--- src/rtl/mem_port_arbiter_pkg.sv ---
// Shared definitions for the unified RAM port arbiter: size defaults,
// transaction state encoding and requester ids.
package mem_port_arbiter_pkg;

  localparam int DEF_WORD_SIZE = 32;
  localparam int DEF_RAM_SIZE  = 1024;

  typedef enum logic [1:0] {
    IDLE  = 2'd0,
    ISSUE = 2'd1,
    DONE  = 2'd2
  } arb_state_t;

  localparam logic GRANT_CPU = 1'b0;
  localparam logic GRANT_EXT = 1'b1;

endpackage

--- src/rtl/rr_arb2.sv ---
// Two-way round-robin arbiter with an ext-only lock. Bit 0 of req/grant is
// the CPU, bit 1 the external port; grant is one-hot or zero.
module rr_arb2
  import mem_port_arbiter_pkg::*;
(
  input  logic       clk,
  input  logic       rst,
  input  logic [1:0] req,
  input  logic       lock,
  input  logic       advance,
  output logic [1:0] grant
);

  logic last_grant;

  always_comb begin
    grant = 2'b00;
    if (lock) begin
      grant[GRANT_EXT] = req[GRANT_EXT];
    end else if (&req) begin
      grant = (last_grant == GRANT_EXT) ? 2'b01 : 2'b10;
    end else begin
      grant = req;
    end
  end

  // Only a grant that is actually taken moves the fairness pointer.
  always_ff @(posedge clk or posedge rst) begin
    if (rst) begin
      last_grant <= GRANT_EXT;
    end else if (advance && (|grant)) begin
      last_grant <= grant[GRANT_EXT];
    end
  end

endmodule

--- src/rtl/mem_port_arbiter.sv ---
// Shares the single-ported instruction/data RAM between the CPU memory path
// and the external loader port; each access is latch -> issue -> respond.
module mem_port_arbiter
  import mem_port_arbiter_pkg::*;
#(
  parameter int WORD_SIZE = DEF_WORD_SIZE,
  parameter int RAM_SIZE  = DEF_RAM_SIZE,
  localparam int ADDR_BITS = $clog2(RAM_SIZE)
) (
  input  logic                 clk,
  input  logic                 rst,
  input  logic                 cpu_req,
  input  logic                 cpu_we,
  input  logic [WORD_SIZE-1:0] cpu_addr,
  input  logic [WORD_SIZE-1:0] cpu_wdata,
  output logic [WORD_SIZE-1:0] cpu_rdata,
  output logic                 cpu_ack,
  output logic                 cpu_err,
  input  logic                 ext_req,
  input  logic                 ext_we,
  input  logic [WORD_SIZE-1:0] ext_addr,
  input  logic [WORD_SIZE-1:0] ext_wdata,
  output logic [WORD_SIZE-1:0] ext_rdata,
  output logic                 ext_ack,
  output logic                 ext_err,
  input  logic                 ext_lock,
  output logic                 ram_en,
  output logic                 ram_we,
  output logic [ADDR_BITS-1:0] ram_addr,
  output logic [WORD_SIZE-1:0] ram_wdata,
  input  logic [WORD_SIZE-1:0] ram_rdata,
  output logic                 busy
);

  localparam logic [WORD_SIZE:0] ADDR_LIMIT = (WORD_SIZE+1)'(RAM_SIZE * 4);

  // Handshake: a requester raises req with we/addr/wdata stable and holds it
  // until its one-cycle ack; req still high in the IDLE after ack is a new request.
  arb_state_t             state, state_next;
  logic [1:0]             grant;
  logic                   grant_id_q;
  logic                   we_q;
  logic [WORD_SIZE-1:0]   addr_q;
  logic [WORD_SIZE-1:0]   wdata_q;
  logic                   oor, mis;
  logic [WORD_SIZE-1:0]   resp_rdata;

  rr_arb2 u_arb (
    .clk     (clk),
    .rst     (rst),
    .req     ({ext_req, cpu_req}),
    .lock    (ext_lock),
    .advance (state == IDLE),
    .grant   (grant)
  );

  always_ff @(posedge clk or posedge rst) begin
    if (rst) begin
      state      <= IDLE;
      grant_id_q <= GRANT_CPU;
      we_q       <= 1'b0;
      addr_q     <= '0;
      wdata_q    <= '0;
    end else begin
      state <= state_next;
      if ((state == IDLE) && (|grant)) begin
        grant_id_q <= grant[GRANT_EXT];
        we_q       <= grant[GRANT_EXT] ? ext_we    : cpu_we;
        addr_q     <= grant[GRANT_EXT] ? ext_addr  : cpu_addr;
        wdata_q    <= grant[GRANT_EXT] ? ext_wdata : cpu_wdata;
      end
    end
  end

  // Misaligned accesses still go to the RAM, word-aligned; only oor suppresses them.
  assign oor        = ({1'b0, addr_q} >= ADDR_LIMIT);
  assign mis        = |addr_q[1:0];
  assign ram_addr   = addr_q[ADDR_BITS+1:2];
  assign ram_wdata  = wdata_q;
  assign resp_rdata = (we_q || oor) ? '0 : ram_rdata;
  assign busy       = (state != IDLE);

  always_comb begin
    state_next = state;
    ram_en     = 1'b0;
    ram_we     = 1'b0;
    cpu_ack    = 1'b0;
    cpu_err    = 1'b0;
    cpu_rdata  = '0;
    ext_ack    = 1'b0;
    ext_err    = 1'b0;
    ext_rdata  = '0;
    case (state)
      IDLE: begin
        if (|grant) state_next = ISSUE;
      end
      ISSUE: begin
        ram_en     = !oor;
        ram_we     = we_q && !oor;
        state_next = DONE;
      end
      DONE: begin
        if (grant_id_q == GRANT_EXT) begin
          ext_ack   = 1'b1;
          ext_err   = oor | mis;
          ext_rdata = resp_rdata;
        end else begin
          cpu_ack   = 1'b1;
          cpu_err   = oor | mis;
          cpu_rdata = resp_rdata;
        end
        state_next = IDLE;
      end
      default: state_next = IDLE;
    endcase
  end

endmodule

--- config.mk ---
export PLATFORM = sky130hd
export DESIGN_NAME = mem_port_arbiter
export DESIGN_NICKNAME = d
export VERILOG_FILES = /design/src/rtl/mem_port_arbiter_pkg.sv /design/src/rtl/rr_arb2.sv /design/src/rtl/mem_port_arbiter.sv
export SDC_FILE = /design/constraint.sdc
export NUM_CORES = 1
export LEC_CHECK = 0
export ABC_AREA = 1
export CAP_MARGIN = 20
export CORE_MARGIN = 10
export CORE_UTILIZATION = 30
export CTS_BUF_LIST = sky130_fd_sc_hd__clkbuf_4 sky130_fd_sc_hd__clkbuf_8
export DETAILED_ROUTE_END_ITERATION = 6
export GPL_TIMING_DRIVEN = 0
export PLACE_DENSITY = 0.75
export SYNTH_ARGS = -nofsm -noshare
export SYNTH_HDL_FRONTEND = slang
export SYNTH_HIERARCHICAL = 1
export SYNTH_SLANG_ARGS = --single-unit
--- constraint.sdc ---
create_clock -name clk -period 2.05 [get_ports clk]
set_input_delay 0.5125 -clock clk [delete_from_list [all_inputs] [get_ports clk]]
set_output_delay 0.5125 -clock clk [all_outputs]
set_load 0.02 [all_outputs]
Word-level counts from Yosys, hierarchy flattened
Cells that the tools add are included.
{ "word_totals": {"output_inout_bits": 113, "word_cells": 44, "ff_bits": 69} }
{ "classes": {"n_lt_le_gt_ge": 1, "n_eq_ne": 3, "n_reduce_logical": 9, "n_mux": 24, "bitwise_logic": 1} }
{ "ops": {"columns": ["operator", "count"], "rows": [
  ["two-way mux 32 bit", 7],
  [">= comparator 32 x 13 -> 1 bit (second input constant)", 1],
  ["two-way mux 1 bit", 13],
  ["two-way mux 2 bit", 3],
  ["case mux 2 bit (2 select lines)", 1],
  ["OR reduction 2 bit", 2],
  ["== test 2 x 1 -> 1 bit (second input constant)", 1],
  ["== test 2 bit (second input constant)", 1],
  ["logical AND 1 bit", 2],
  ["logical NOT 2 bit", 1],
  ["inequality test 2 bit (second input constant)", 1],
  ["AND reduction 2 bit", 1],
  ["nonzero test 2 bit", 1],
  ["logical NOT 1 bit", 1],
  ["logical OR 1 bit", 1],
  ["bitwise OR 1 bit", 1]
]} }

Logic depth before layout (Yosys ltp)
Gate-level depths: netlist of the first run.
{ "logic_depth": {"ltp_word": 6, "mapped_depth": 10} }

By module
The synthesis of the first run kept the hierarchy.
{ "modules_own_cells": {"columns": ["module", "cells_each", "seq_area_each_um2", "area_each_um2", "instances"], "rows": [
  ["mem_port_arbiter", 517, 1701.6, 3758.6, 1],
  ["rr_arb2", 13, 26.3, 75.1, 1]
]} }

Worst setup path before layout of the first run
Ideal clock, no wire load.
{ "synth_timing": {"path_kind": "register -> output", "startpoint": "reg state[0]", "endpoint": "out cpu_rdata[10]", "arrival_ns": 1.497, "stages_incl_launch_ff": 7, "setup_slack_ns": 0.041, "n_path_buf": 1, "cell_sequence": "dfrtp_1 -> inv_1 -> nand2_1 -> nor2_1 -> inv_1 -> buf_2 -> nor2_1"} }
{ "synth_via": {"elab_chain_cells": 2} }
{ "synth_lines": {"columns": ["item", "line", "source"], "rows": [
  ["from (decl)", "mem_port_arbiter.sv:39", "arb_state_t state, state_next;"],
  ["from (signal assigned)", "mem_port_arbiter.sv:65", "state <= state_next;"],
  ["== test 2 bit", "mem_port_arbiter.sv:93", "case (state)"],
  ["two-way mux 32 bit", "mem_port_arbiter.sv:93", null],
  ["to (decl)", "mem_port_arbiter.sv:16", "output logic [WORD_SIZE-1:0] cpu_rdata,"]
]} }
No other way between the ends.

Final worst setup path of the first run
{ "layout_timing": {"startpoint": "reg addr_q[13]", "endpoint": "out ext_rdata[20]"} }
{ "layout_via": {"elab_chain_cells": 5} }
{ "layout_lines": {"columns": ["item", "line", "source"], "rows": [
  ["from (decl)", "mem_port_arbiter.sv:43", "logic [WORD_SIZE-1:0] addr_q;"],
  ["from (signal assigned)", "mem_port_arbiter.sv:69", "addr_q <= grant[GRANT_EXT] ? ext_addr : cpu_addr;"],
  [">= comparator 32 x 13 -> 1 bit", "mem_port_arbiter.sv:76", "assign oor = ({1'b0, addr_q} >= ADDR_LIMIT);"],
  ["logical OR 1 bit", "mem_port_arbiter.sv:80", "assign resp_rdata = (we_q || oor) ? '0 : ram_rdata;"],
  ["two-way mux 32 bit", "mem_port_arbiter.sv:80", null],
  ["two-way mux 32 bit", "mem_port_arbiter.sv:103", "if (grant_id_q == GRANT_EXT) begin"],
  ["two-way mux 32 bit", "mem_port_arbiter.sv:93", null],
  ["to (decl)", "mem_port_arbiter.sv:23", "output logic [WORD_SIZE-1:0] ext_rdata,"]
]} }
No other way between the ends.

==> results of run 1 <==
cells by family after synthesis:
family	share of synthesized area
and+or+nand+nor	0.3518
DFF	0.4507
AOI/OAI and AO/OA	0.1110
buffers and inverters	0.08649
worst min path at each step:
stage	cells past startpoint	slack (ns)	endpoint	from
final	2	0.46	u_arb/last_grant	u_arb/last_grant
after floorplan	1	0.40	u_arb/last_grant	rst
after CTS	2	0.47	u_arb/last_grant	u_arb/last_grant
after global placement	2	0.45	u_arb/last_grant	u_arb/last_grant
after global routing	2	0.49	u_arb/last_grant	u_arb/last_grant
after detailed placement	2	0.46	u_arb/last_grant	u_arb/last_grant
metal layers:
| metal | up-vias | wire [um] |
|---|---|---|
| li1 | 2312 | - |
| met1 | 2175 | 6483 |
| met2 | 198 | 8800 |
| met3 | 16 | 1821 |
| met4 | 0 | 341 |
| met5 | - | 0 |
power by group through the flow:
| stage | registers, uW | logic [uW] | clock network, uW |
|---|---|---|---|
| 2_1_floorplan | 2800 | 2150 | 0 |
| 3_3_place_gp | 2430 | 4430 | 0 |
| 3_5_place_dp | 2460 | 4460 | 0 |
| 4_1_cts | 2460 | 4500 | 1320 |
| 5_1_grt | 2540 | 4990 | 1380 |
| 6_report | 2450 | 4560 | 1290 |
cells in the mapped netlist (all sizes together):
cell,count,share of area
inv,13,0.013
a21oi,1,0.0013
o21ai,2,0.0036
clkbuf,14,0.014
nor3,1,0.0013
dfrtp,68,0.44
dfstp,1,0.0069
a31oi,65,0.11
nor2,148,0.15
nand3,35,0.057
buf,36,0.060
or2,1,0.0016
nand2,144,0.14
and2,1,0.0016
metrics by stage:
step / util / instance area (um^2)
floorplan: - / 3837
global placement: 0.5446 / 6845
detailed placement: 0.5462 / 6865
CTS: 0.5663 / 7117
global route: 0.5978 / 7513
finish: 0.5978 / 7513
worst max-delay path, delay by kind of cell (launching register included):
family	cells	cell delay, ns
buffers and inverters	3	0.47
AND/OR/NAND/NOR	7	0.75
flip-flops	1	0.39
timing repair:
item                       CTS  global route
gates cloned                 1             2
setup buffers                4             3
setup endpoints to repair   72           101
resized for setup          375           106
pin swaps                    9            28
registers in the layout, summed over array words and instances (netlist names):
name and flops:
addr_q 32, u_arb/last_grant 1, we_q 1, grant_id_q 1, ram_wdata 32, state 2
layout make-up:
| type | instances | area, um^2 | area share |
|---|---|---|---|
| Timing Repair Buffer | 289 | 2872 | 0.3822 |
| Clock inverter | 3 | 68.82 | 0.009159 |
| Multi-Input combinational cell | 398 | 2101 | 0.2796 |
| Buffer | 50 | 317.8 | 0.04230 |
| Tap cell | 172 | 215.2 | 0.02864 |
| Clock buffer | 12 | 158.9 | 0.02115 |
| Sequential cell | 69 | 1728 | 0.2300 |
| Inverter | 13 | 52.55 | 0.006994 |
==> key figures, run 1 <==
Power
  – Maximum vdd drop: roughly 800 uV
  – Int Power: approximately 4800 uW
  – Power share of the combinational group: 0.549
  – Switch Pwr: 3508 uW
  – Flop pwr share: 0.296
  – Clock network power share: 0.155
  – P per Cell Area: 1104 nW/um^2
  – Pwr Total: a little over 8000 uW
  – Sw Ratio: 0.4229
  – Leakage: roughly 0.003 uW

Clock tree
  – Clock Path Buffers: 2
  – CTS tree: built
  – Num CTS Buffers: 9
  – Cts hold-fix bufs: 0
  – Later-pin clock latency in the skew report: ~0.34 ns
  – H-Tree Depth: 3
  – Clock Sinks: approximately 70
  – CTS clk-pin slew, worst paths: 0.07 ns
  – CTS root buf: clkbuf_8

Status
  – Status: finished, violations left
  – Failing checks: negative setup slack

Detailed routing
  – Post-Route WL: approximately 17 mm
  – Vias: ~4700
  – Initial drt markers: between 200 and 250
  – DR vias/cell: 4.673
  – Initial DRT Pass Iterations: 4
  – Final ANT Viol Nets: 0
  – Routed length per instance: around 17 um
  – DRC: 0

Layout
  – Most frequent cells in the layout: 208 x clkdlybuf4s50_1, 143 x nand2_1, 113 x nor2_1, 68 x dfrtp_1, 65 x a31oi_1
  – Inserted Diodes: 0
  – Share of cells above drive strength 1: 0.2470
  – Fin cells: approximately 1000
  – Commonest non-fill, non-tap cell in the layout: clkdlybuf4s50_1
  – Synth-to-Final Area Change: 95.99%
  – Filler instances: 1145
  – Final net count: approximately 1000

Timing
  – Fmax: slightly above 400 MHz
  – Unrepaired setup endpoints after global routing: true
  – Worst setup margin: -0.4006 ns
  – Endpoints failing setup: just under 70
  – Max-slew violation count: 0
  – Final clock skew: 0.01429 ns
  – Min Tclk post-route: approximately 2.5 ns
  – Final hold vios: 0
  – Slew margin rel.: 0.5491
  – Worst-Margin Slew: 0.6749 ns
  – Fin crit share: 1.195
  – Hold WS: between 0.4 and 0.5 ns
  – Total Neg Setup Slack: -24.17 ns

Floorplanning
  – Die Width: 133.0 um
  – Die height: approximately 130 um
  – Num rows: ~40
  – Io pins: 280
  – Core region area: 12570 um^2
  – Die ar.: around 18000 um^2
  – Starting Density: 0.3050

Synth
  – Sequential-to-total area share from yosys stat: 0.4507
  – Distinct cell type count after synthesis: 21
  – Gate Count Post-Synth: 530
  – Mapped Avg Cell Area: slightly above 7 um^2
  – YS warnings: 6
  – Area of the mapped netlist: 3834 um^2
  – Net Count, Synth: roughly 700
  – Seq cells post-synth: slightly below 70

GRT
  – Final global-route overflow total: 0
  – Busiest grt layer: met2
  – Vias in the first global route: ~4700
  – Largest net degree at the start of global routing: 40
  – Initial antenna violation count: 1
  – First-pass GRT wire length: approximately 26 mm
  – Met2 usage: 0.3224
  – GR Util met3: 0.07986
  – GR Layer Usage met1: 0.1962
  – Total track usage: 0.1844

Placement
  – Buffers on Ports: approximately 280
  – Dpl hpwl: between 10 and 15 mm
  – RePlAce Congestion: ~0.8
  – Pre-CTS worst setup slack: -0.5325 ns
  – Inst Count DP: between 900 and 1000

Setup path
  – Worst setup EP type: output port
  – CP Data Arrival Time: 1.94 ns
  – CP Max Fanout: 8
  – Critical Path RT: around 1.5 ns
  – Worst path slowest cell: dfrtp_1
  – Reg2reg path depth: 8
  – Startpoint Class: flop
  – Crit path largest cell delay: a little under 0.4 ns
  – CP Class: reg -> out
  – CP Cell Sequence: nor2_2, nand2_1, nor2_1, nand2_1, nor2_4, buf_12, clkbuf_16, nand3_1, nor2_1, buf_4
  – Critical Path End: ext_rdata[20]
  – Worst reg2reg path startpoint: u_arb/last_grant
  – CP startpoint: addr_q[13]
  – Worst R2R End: addr_q[4]
  – Setup slack, reg-to-reg: 0.25 ns

Run
  – Max-Cap Viols: 0

Worst hold path
  – Worst min path class: reg -> reg
Power figures use the tool's default switching activity.
==> inputs of run 2 (changes only) <==
- HOLD_SLACK_MARGIN: unset -> 0.06
- SKIP_LAST_GASP: unset -> 1
==> run 2 against run 1 <==
The run still ends with negative setup slack left. Via count is 0.17% lower. First-iteration DRC count rose by 1.9%. Routed wire length increased by 0.17%. Clock skew barely moved. Sequential share of layout area is essentially flat. Clock-buffer cell count unchanged. Global-route usage about the same. Die area unchanged. Clock power barely moved. Combinational power hardly changed. Cell area down 0.18%.
==> key figures, run 2 (synthesized netlist as in run 1, its figures left out) <==
Status
  – Status: finished, violations left (unchanged)
  – Failing checks: negative setup slack (unchanged)

Timing
  – Final hold vios: 0 (unchanged)
  – Worst setup margin: -0.4021 ns (was -0.4006 ns)
  – Final clock skew: 0.01445 ns (was 0.01429 ns)
  – Max-slew violation count: 0 (unchanged)
  – Fin crit share: 1.196 (was 1.195)
  – Fmax: 407.8 MHz (was 408.1 MHz)
  – Endpoints failing setup: 68 (unchanged)
  – Min Tclk post-route: 2.452 ns (was 2.451 ns)
  – Unrepaired setup endpoints after global routing: true (unchanged)
  – Worst-Margin Slew: 0.6742 ns (was 0.6749 ns)
  – Slew margin rel.: 0.5496 (was 0.5491)

Setup path
  – CP startpoint: addr_q[13] (unchanged)
  – CP Class: reg -> out (unchanged)
  – Reg2reg path depth: 8 (unchanged)
  – CP Max Fanout: 8 (unchanged)
  – Worst setup EP type: output port (unchanged)
  – Worst reg2reg path startpoint: u_arb/last_grant (unchanged)
  – Setup slack, reg-to-reg: 0.25 ns (about the same)
  – CP Data Arrival Time: 1.94 ns (about the same)
  – Startpoint Class: flop (unchanged)
  – Critical Path End: cpu_rdata[16] (was ext_rdata[20])
  – Critical Path RT: 1.54 ns (about the same)
  – Worst R2R End: addr_q[4] (unchanged)

Clock tree
  – CTS clk-pin slew, worst paths: 0.07 ns (about the same)
  – Cts hold-fix bufs: 0 (unchanged)
  – Later-pin clock latency in the skew report: 0.34 ns (about the same)
  – Clock Path Buffers: 2 (unchanged)
  – H-Tree Depth: 3 (unchanged)
  – CTS tree: built (unchanged)
  – Num CTS Buffers: 9 (unchanged)
  – CTS root buf: clkbuf_8 (unchanged)
  – Clock Sinks: 69 (unchanged)

Placement
  – RePlAce Congestion: 0.8220 (unchanged)
  – Cell Area, Placed: 6865 um^2 (unchanged)
  – Inst Count DP: 982 (unchanged)
  – Buffers on Ports: 279 (unchanged)
  – Dpl hpwl: 13.78 mm (unchanged)

Detailed routing
  – Final ANT Viol Nets: 0 (unchanged)
  – DR vias/cell: 4.665 (was 4.673)
  – Met3 wire length: 1.680 mm (was 1.821 mm)
  – Initial DRT Pass Iterations: 4 (unchanged)
  – Highest metal layer with signal wires: met4 (unchanged)
  – Wire length on met1: 6.691 mm (was 6.483 mm)
  – DRC: 0 (unchanged)
  – Met2 wire length: 8.730 mm (was 8.800 mm)
  – Post-Route WL: 17.48 mm (was 17.45 mm)
  – Initial drt markers: 212 (was 208)
  – Vias: 4693 (was 4701)
  – Routed length per instance: 17.37 um (was 17.34 um)

GRT
  – Vias in the first global route: 4744 (unchanged)
  – Total track usage: 0.1845 (was 0.1844)
  – Largest net degree at the start of global routing: 40 (unchanged)
  – Final global-route overflow total: 0 (unchanged)
  – Initial antenna violation count: 1 (unchanged)
  – First-pass GRT wire length: 26.04 mm (was 26.03 mm)

Power
  – Maximum vdd drop: 789.2 uV (was 789.1 uV)
  – Leakage: 0.003083 uW (was 0.003085 uW)
  – P per Cell Area: 1106 nW/um^2 (was 1104 nW/um^2)

Layout
  – Inserted Diodes: 0 (unchanged)
  – Final net count: 997 (unchanged)
  – Post-layout util: 0.5967 (was 0.5978)
  – Fin cells: 1006 (unchanged)
  – Share of cells above drive strength 1: 0.2470 (unchanged)
  – Synth-to-Final Area Change: 95.63% (was 95.99%)
  – Filler instances: 1146 (was 1145)
  – Commonest non-fill, non-tap cell in the layout: clkdlybuf4s50_1 (unchanged)
  – Post-route cell area: 7500 um^2 (was 7513 um^2)
  – Most frequent cells in the layout: 208 x clkdlybuf4s50_1, 143 x nand2_1, 113 x nor2_1, 68 x dfrtp_1, 65 x a31oi_1 (unchanged)

Run
  – Max-Cap Viols: 0 (unchanged)

Floorplanning
  – Num rows: 41 (unchanged)
  – Io pins: 280 (unchanged)
  – Die height: 133.0 um (unchanged)
  – Die ar.: 17700 um^2 (unchanged)
  – Starting Density: 0.3050 (unchanged)
  – Die Width: 133.0 um (unchanged)
  – Core region area: 12570 um^2 (unchanged)

Worst hold path
  – Worst min path class: reg -> reg (unchanged)
  – Hold path depth: 2 (unchanged)
-- run 2: worst min-delay path by stage --
stage | from | to | slack, ns
floorplan | rst | u_arb/last_grant | 0.40
global placement | u_arb/last_grant | u_arb/last_grant | 0.45
detailed placement | u_arb/last_grant | u_arb/last_grant | 0.46
CTS | u_arb/last_grant | u_arb/last_grant | 0.47
global route | u_arb/last_grant | u_arb/last_grant | 0.49
finish | u_arb/last_grant | u_arb/last_grant | 0.46
-- run 2: power by group --
group,total (uW),internal (uW),switching (uW)
Combinational,4560,1950,2610
Clock,1290,762,525
Sequential,2450,2070,379
Total,8300,4780,3510
-- run 2: timing repair --
item                                    CTS  global route
endpoints found under the setup margin   72           101
gates cloned                              1             2
gates resized for setup                 373           104
hold endpoints to repair                  0             0
setup buffers                             4             3
pin swaps                                 9            28
-- run 2: metrics by stage --
step	TNS, ns	hold slack [ns]	total power, uW	setup WS (ns)
6_report	-24.39	0.4639	8296	-0.4021
3_3_place_gp	-55.26	0.4538	6859	-0.5190
5_1_grt	-30.85	0.4884	8898	-0.4844
4_1_cts	-26.75	0.4661	8285	-0.4263
3_5_place_dp	-47.92	0.4556	6928	-0.5325
2_1_floorplan	0	0.4022	4955	0.04094
-- run 2: critical path, stage by stage, from the launching register on --
cell and delay, ns:
dfrtp_1 0.39, nor2_2 0.14, nand2_1 0.07, nor2_1 0.10
nand2_1 0.10, nor2_4 0.14, buf_12 0.16, buf_8 0.12
nand3_2 0.10, nor2_2 0.13, buf_4 0.15
-- run 2: layout make-up --
type | instances | area [um^2] | share of cell area
Sequential cell | 69 | 1728 | 0.2304
Timing Repair Buffer | 289 | 2858 | 0.3810
Multi-Input combinational cell | 398 | 2101 | 0.2801
Clock inverter | 3 | 68.82 | 0.009176
Buffer | 50 | 317.8 | 0.04238
Inverter | 13 | 52.55 | 0.007007
Tap cell | 172 | 215.2 | 0.02870
Clock buffer | 12 | 158.9 | 0.02119
-- run 2: per-layer routing --
layer,up-vias,GRT usage
met5,-,0
met4,0,0.05562
met3,19,0.07911
met2,195,0.3224
met1,2170,0.1969
li1,2309,-
==> inputs of run 3 (changes only) <==
- ABC_AREA: 1 -> 0
- GPL_ROUTABILITY_DRIVEN: unset -> 0
- PLACE_DENSITY: 0.75 -> 0.7
- SETUP_SLACK_MARGIN: unset -> 0.02
==> run 3 against run 2 <==
Synthesized cell count is 18% lower. Routed wire length is 7.0% higher. Largest power group unchanged. The run still ends with negative setup slack left. Flip-flop and latch count stayed put. Largest cell class unchanged.
==> key figures, run 3 <==
Status
  – Status: finished, violations left (unchanged)
  – Failing checks: negative setup slack (unchanged)

GRT
  – Largest net degree at the start of global routing: 41 (was 40)
  – Initial antenna violation count: 1 (unchanged)
  – First-pass GRT wire length: 28.50 mm (was 26.04 mm)
  – Total track usage: 0.1762 (was 0.1845)
  – Vias in the first global route: 5194 (was 4744)
  – Final global-route overflow total: 0 (unchanged)

Run
  – Max-Cap Viols: 0 (unchanged)

Synth
  – Top-area cell type share of the netlist area: 0.3773 (was 0.4439)
  – Net Count, Synth: 601 (was 697)
  – Most frequent cell after synthesis: mux2_2 (was nor2_1)
  – Distinct cell type count after synthesis: 27 (was 21)
  – Mapped Avg Cell Area: 10.39 um^2 (was 7.233 um^2)
  – Sequential-to-total area share from yosys stat: 0.3831 (was 0.4507)
  – YS warnings: 6 (unchanged)
  – Synth top area cells: dfrtp_1 38%, mux2_2 32%, nand2_1 5.4% (was dfrtp_1 44%, nor2_1 14%, nand2_1 14%)
  – Main synth FF type: dfrtp_1 (unchanged)
  – Async S/R FF share, synth: 1.000 (unchanged)
  – Synth cell count leaders: 130 x mux2_2, 68 x dfrtp_1, 65 x nand2_1 (was 146 x nor2_1, 144 x nand2_1, 68 x dfrtp_1)
  – EDFF count, synth: 0 (unchanged)
  – Gate Count Post-Synth: 434 (was 530)
  – Seq cells post-synth: 69 (unchanged)
  – Area of the mapped netlist: 4511 um^2 (was 3834 um^2)
  – Synth area leader: dfrtp_1 (unchanged)

Floorplanning
  – Starting Density: 0.3080 (was 0.3050)
  – Die Width: 142.6 um (was 133.0 um)
  – Core region area: 14640 um^2 (was 12570 um^2)
  – Io pins: 280 (unchanged)
  – Die height: 142.6 um (was 133.0 um)
  – Die ar.: 20340 um^2 (was 17700 um^2)
  – Num rows: 44 (was 41)

Clock tree
  – Num CTS Buffers: 9 (unchanged)
  – CTS clk-pin slew, worst paths: 0.08 ns (was 0.07 ns)
  – CTS root buf: clkbuf_8 (unchanged)
  – CTS tree: built (unchanged)
  – Clock Sinks: 69 (unchanged)
  – H-Tree Depth: 3 (unchanged)
  – Later-pin clock latency in the skew report: 0.35 ns (was 0.34 ns)
  – Clock Path Buffers: 2 (unchanged)

Layout
  – Synth-to-Final Area Change: 97.70% (was 95.63%)
  – Share of cells above drive strength 1: 0.4954 (was 0.2470)
  – Most frequent cells in the layout: 207 x clkdlybuf4s50_1, 130 x mux2_2, 66 x dfrtp_1, 64 x nand2_1, 62 x buf_6 (was 208 x clkdlybuf4s50_1, 143 x nand2_1, 113 x nor2_1, 68 x dfrtp_1, 65 x a31oi_1)
  – Filler instances: 1196 (was 1146)
  – Post-route cell area: 8917 um^2 (was 7500 um^2)
  – Commonest non-fill, non-tap cell in the layout: clkdlybuf4s50_1 (unchanged)
  – Inserted Diodes: 0 (unchanged)
  – Final net count: 921 (was 997)
  – Fin cells: 943 (was 1006)

Setup path
  – Worst path slowest cell: dfrtp_1 (unchanged)
  – Critical Path RT: 1.54 ns (about the same)
  – CP Class: reg -> out (unchanged)
  – Most used cell, CP: buf_4
  – Crit path largest cell delay: 0.40 ns (was 0.39 ns)
  – Startpoint Class: flop (unchanged)
  – CP Cell Sequence: nor4_2, nand3_2, buf_8, buf_6, buf_4, nor3_2, buf_4 (was nor2_2, nand2_1, nor2_1, nand2_1, nor2_4, buf_12, buf_8, nand3_2, nor2_2, buf_4)
  – CP Data Arrival Time: 1.94 ns (about the same)
  – Worst setup EP type: output port (unchanged)
  – CP Max Fanout: 6 (was 8)

Placement
  – Pre-CTS worst setup slack: -0.8342 ns (was -0.5325 ns)
  – Inst Count DP: 898 (was 982)
  – Dpl hpwl: 14.74 mm (was 13.78 mm)
  – Cell Area, Placed: 7612 um^2 (was 6865 um^2)
  – Buffers on Ports: 279 (unchanged)

Power
  – P per Cell Area: 918.2 nW/um^2 (was 1106 nW/um^2)
  – Power share of the combinational group: 0.561 (was 0.549)
  – Int Power: 5119 uW (was 4783 uW)
  – Leakage: 0.004016 uW (was 0.003083 uW)
  – Clock network power share: 0.127 (was 0.155)
  – Flop pwr share: 0.312 (was 0.296)
  – Sw Ratio: 0.3748 (was 0.4235)
  – Maximum vdd drop: 743.3 uV (was 789.2 uV)
  – Switch Pwr: 3068 uW (was 3513 uW)
  – Pwr Total: 8188 uW (was 8296 uW)

Timing
  – Total Neg Setup Slack: -22.96 ns (was -24.39 ns)
  – Worst setup margin: -0.4017 ns (was -0.4021 ns)
  – Final hold vios: 0 (unchanged)
  – Endpoints failing setup: 68 (unchanged)
  – Worst-Margin Slew: 0.6568 ns (was 0.6742 ns)
  – Slew margin rel.: 0.5612 (was 0.5496)
  – Min Tclk post-route: 2.452 ns (about the same)
  – Final clock skew: 0.008208 ns (was 0.01445 ns)
  – Unrepaired setup endpoints after global routing: true (unchanged)
  – Max-slew violation count: 0 (unchanged)
  – Fmax: 407.9 MHz (was 407.8 MHz)
  – Fin crit share: 1.196 (about the same)

Worst hold path
  – Worst min path class: in -> reg (was reg -> reg)

Detailed routing
  – Initial drt markers: 106 (was 212)
  – Final ANT Viol Nets: 0 (unchanged)
  – DR vias/cell: 4.813 (was 4.665)
  – Post-Route WL: 18.70 mm (was 17.48 mm)
  – DRC: 0 (unchanged)
  – Routed length per instance: 19.83 um (was 17.37 um)
  – Initial DRT Pass Iterations: 4 (unchanged)
  – Vias: 4539 (was 4693)
[run 3: changes by cell type after synthesis, sizes merged, moves of 5 or more]
cell,before,now
nor4,0,5
inv,13,4
nor2b,0,33
nand2,144,65
nand3,35,1
mux2,0,130
nor3,1,65
a31oi,65,1
nor2,148,1
[run 3: worst paths after layout]
path | cells past startpoint | endpoint | from | slack, ns
setup / recovery | 7 | ext_rdata[1] | addr_q[13] | -0.40
hold / removal | 3 | u_arb/last_grant | ext_req | 0.50
setup reg to reg | 8 | ram_wdata[15] | state[0] | 0.10
hold reg to reg | 1 | ram_wdata[12] | ram_wdata[12] | 0.51
max in group asynchronous | 3 | addr_q[26] | rst | 0.81
min in group asynchronous | 2 | u_arb/last_grant | rst | 0.55
[run 3: kinds of logic after synthesis]
| family | Yosys count | synth area share |
|---|---|---|
| AO/OA/AOI/OAI | 8 | 0.01443 |
| buffers and inverters | 52 | 0.06186 |
| multiplexers | 130 | 0.3245 |
| AND/OR/NAND/NOR | 175 | 0.2161 |
| flip-flops | 69 | 0.3831 |
[run 3: what timing repair did]
action,CTS,global route
endpoints found under the hold margin,0,0
buffers inserted,13,8
cloned,5,3
hold buffers,0,0
endpoints found under the setup margin,136,99
pin swaps,45,21
resized for setup,557,71
[run 3: per-layer routing]
metal  wire, um  vias to the layer above  track usage
met1       6776                     2182       0.1828
met5         11                        -            0
met2       9652                      188       0.3137
met4        245                        2      0.04397
met3       2018                       21      0.08425
li1           -                     2146            -
[run 3: power groups by stage]
stage,Combinational [uW],Sequential [uW],Clock (uW)
finish,4590,2550,1040
global route,4910,2650,1140
CTS,4520,2530,1070
detailed placement,4280,2500,0
global placement,4210,2460,0
floorplan,2110,2820,0
[run 3: cell type report]
class,instances,area [um^2],area share
repair buffers,309,3110,0.3488
multi-input cells,313,3078,0.3452
flip-flops and latches,69,1730,0.1941
plain buffers,48,563.0,0.06314
well taps,184,230.2,0.02582
clock buffers,13,166.4,0.01866
clock inverters,3,20.02,0.002245
inverters,4,18.77,0.002105
[run 3: metrics by stage]
stage / hold slack, ns / util
final: 0.5015 / 0.6089
after global routing: 0.5002 / 0.6089
after CTS: 0.5110 / 0.5831
after detailed placement: 0.4949 / 0.5198
after global placement: 0.4888 / 0.5185
after floorplan: 0.4022 / -
[run 3: critical path, delay by kind of cell, from the launching register on]
family,cells,cell delay [ns]
buffers and inverters,4,0.61
and+or+nand+nor,3,0.58
DFF,1,0.40
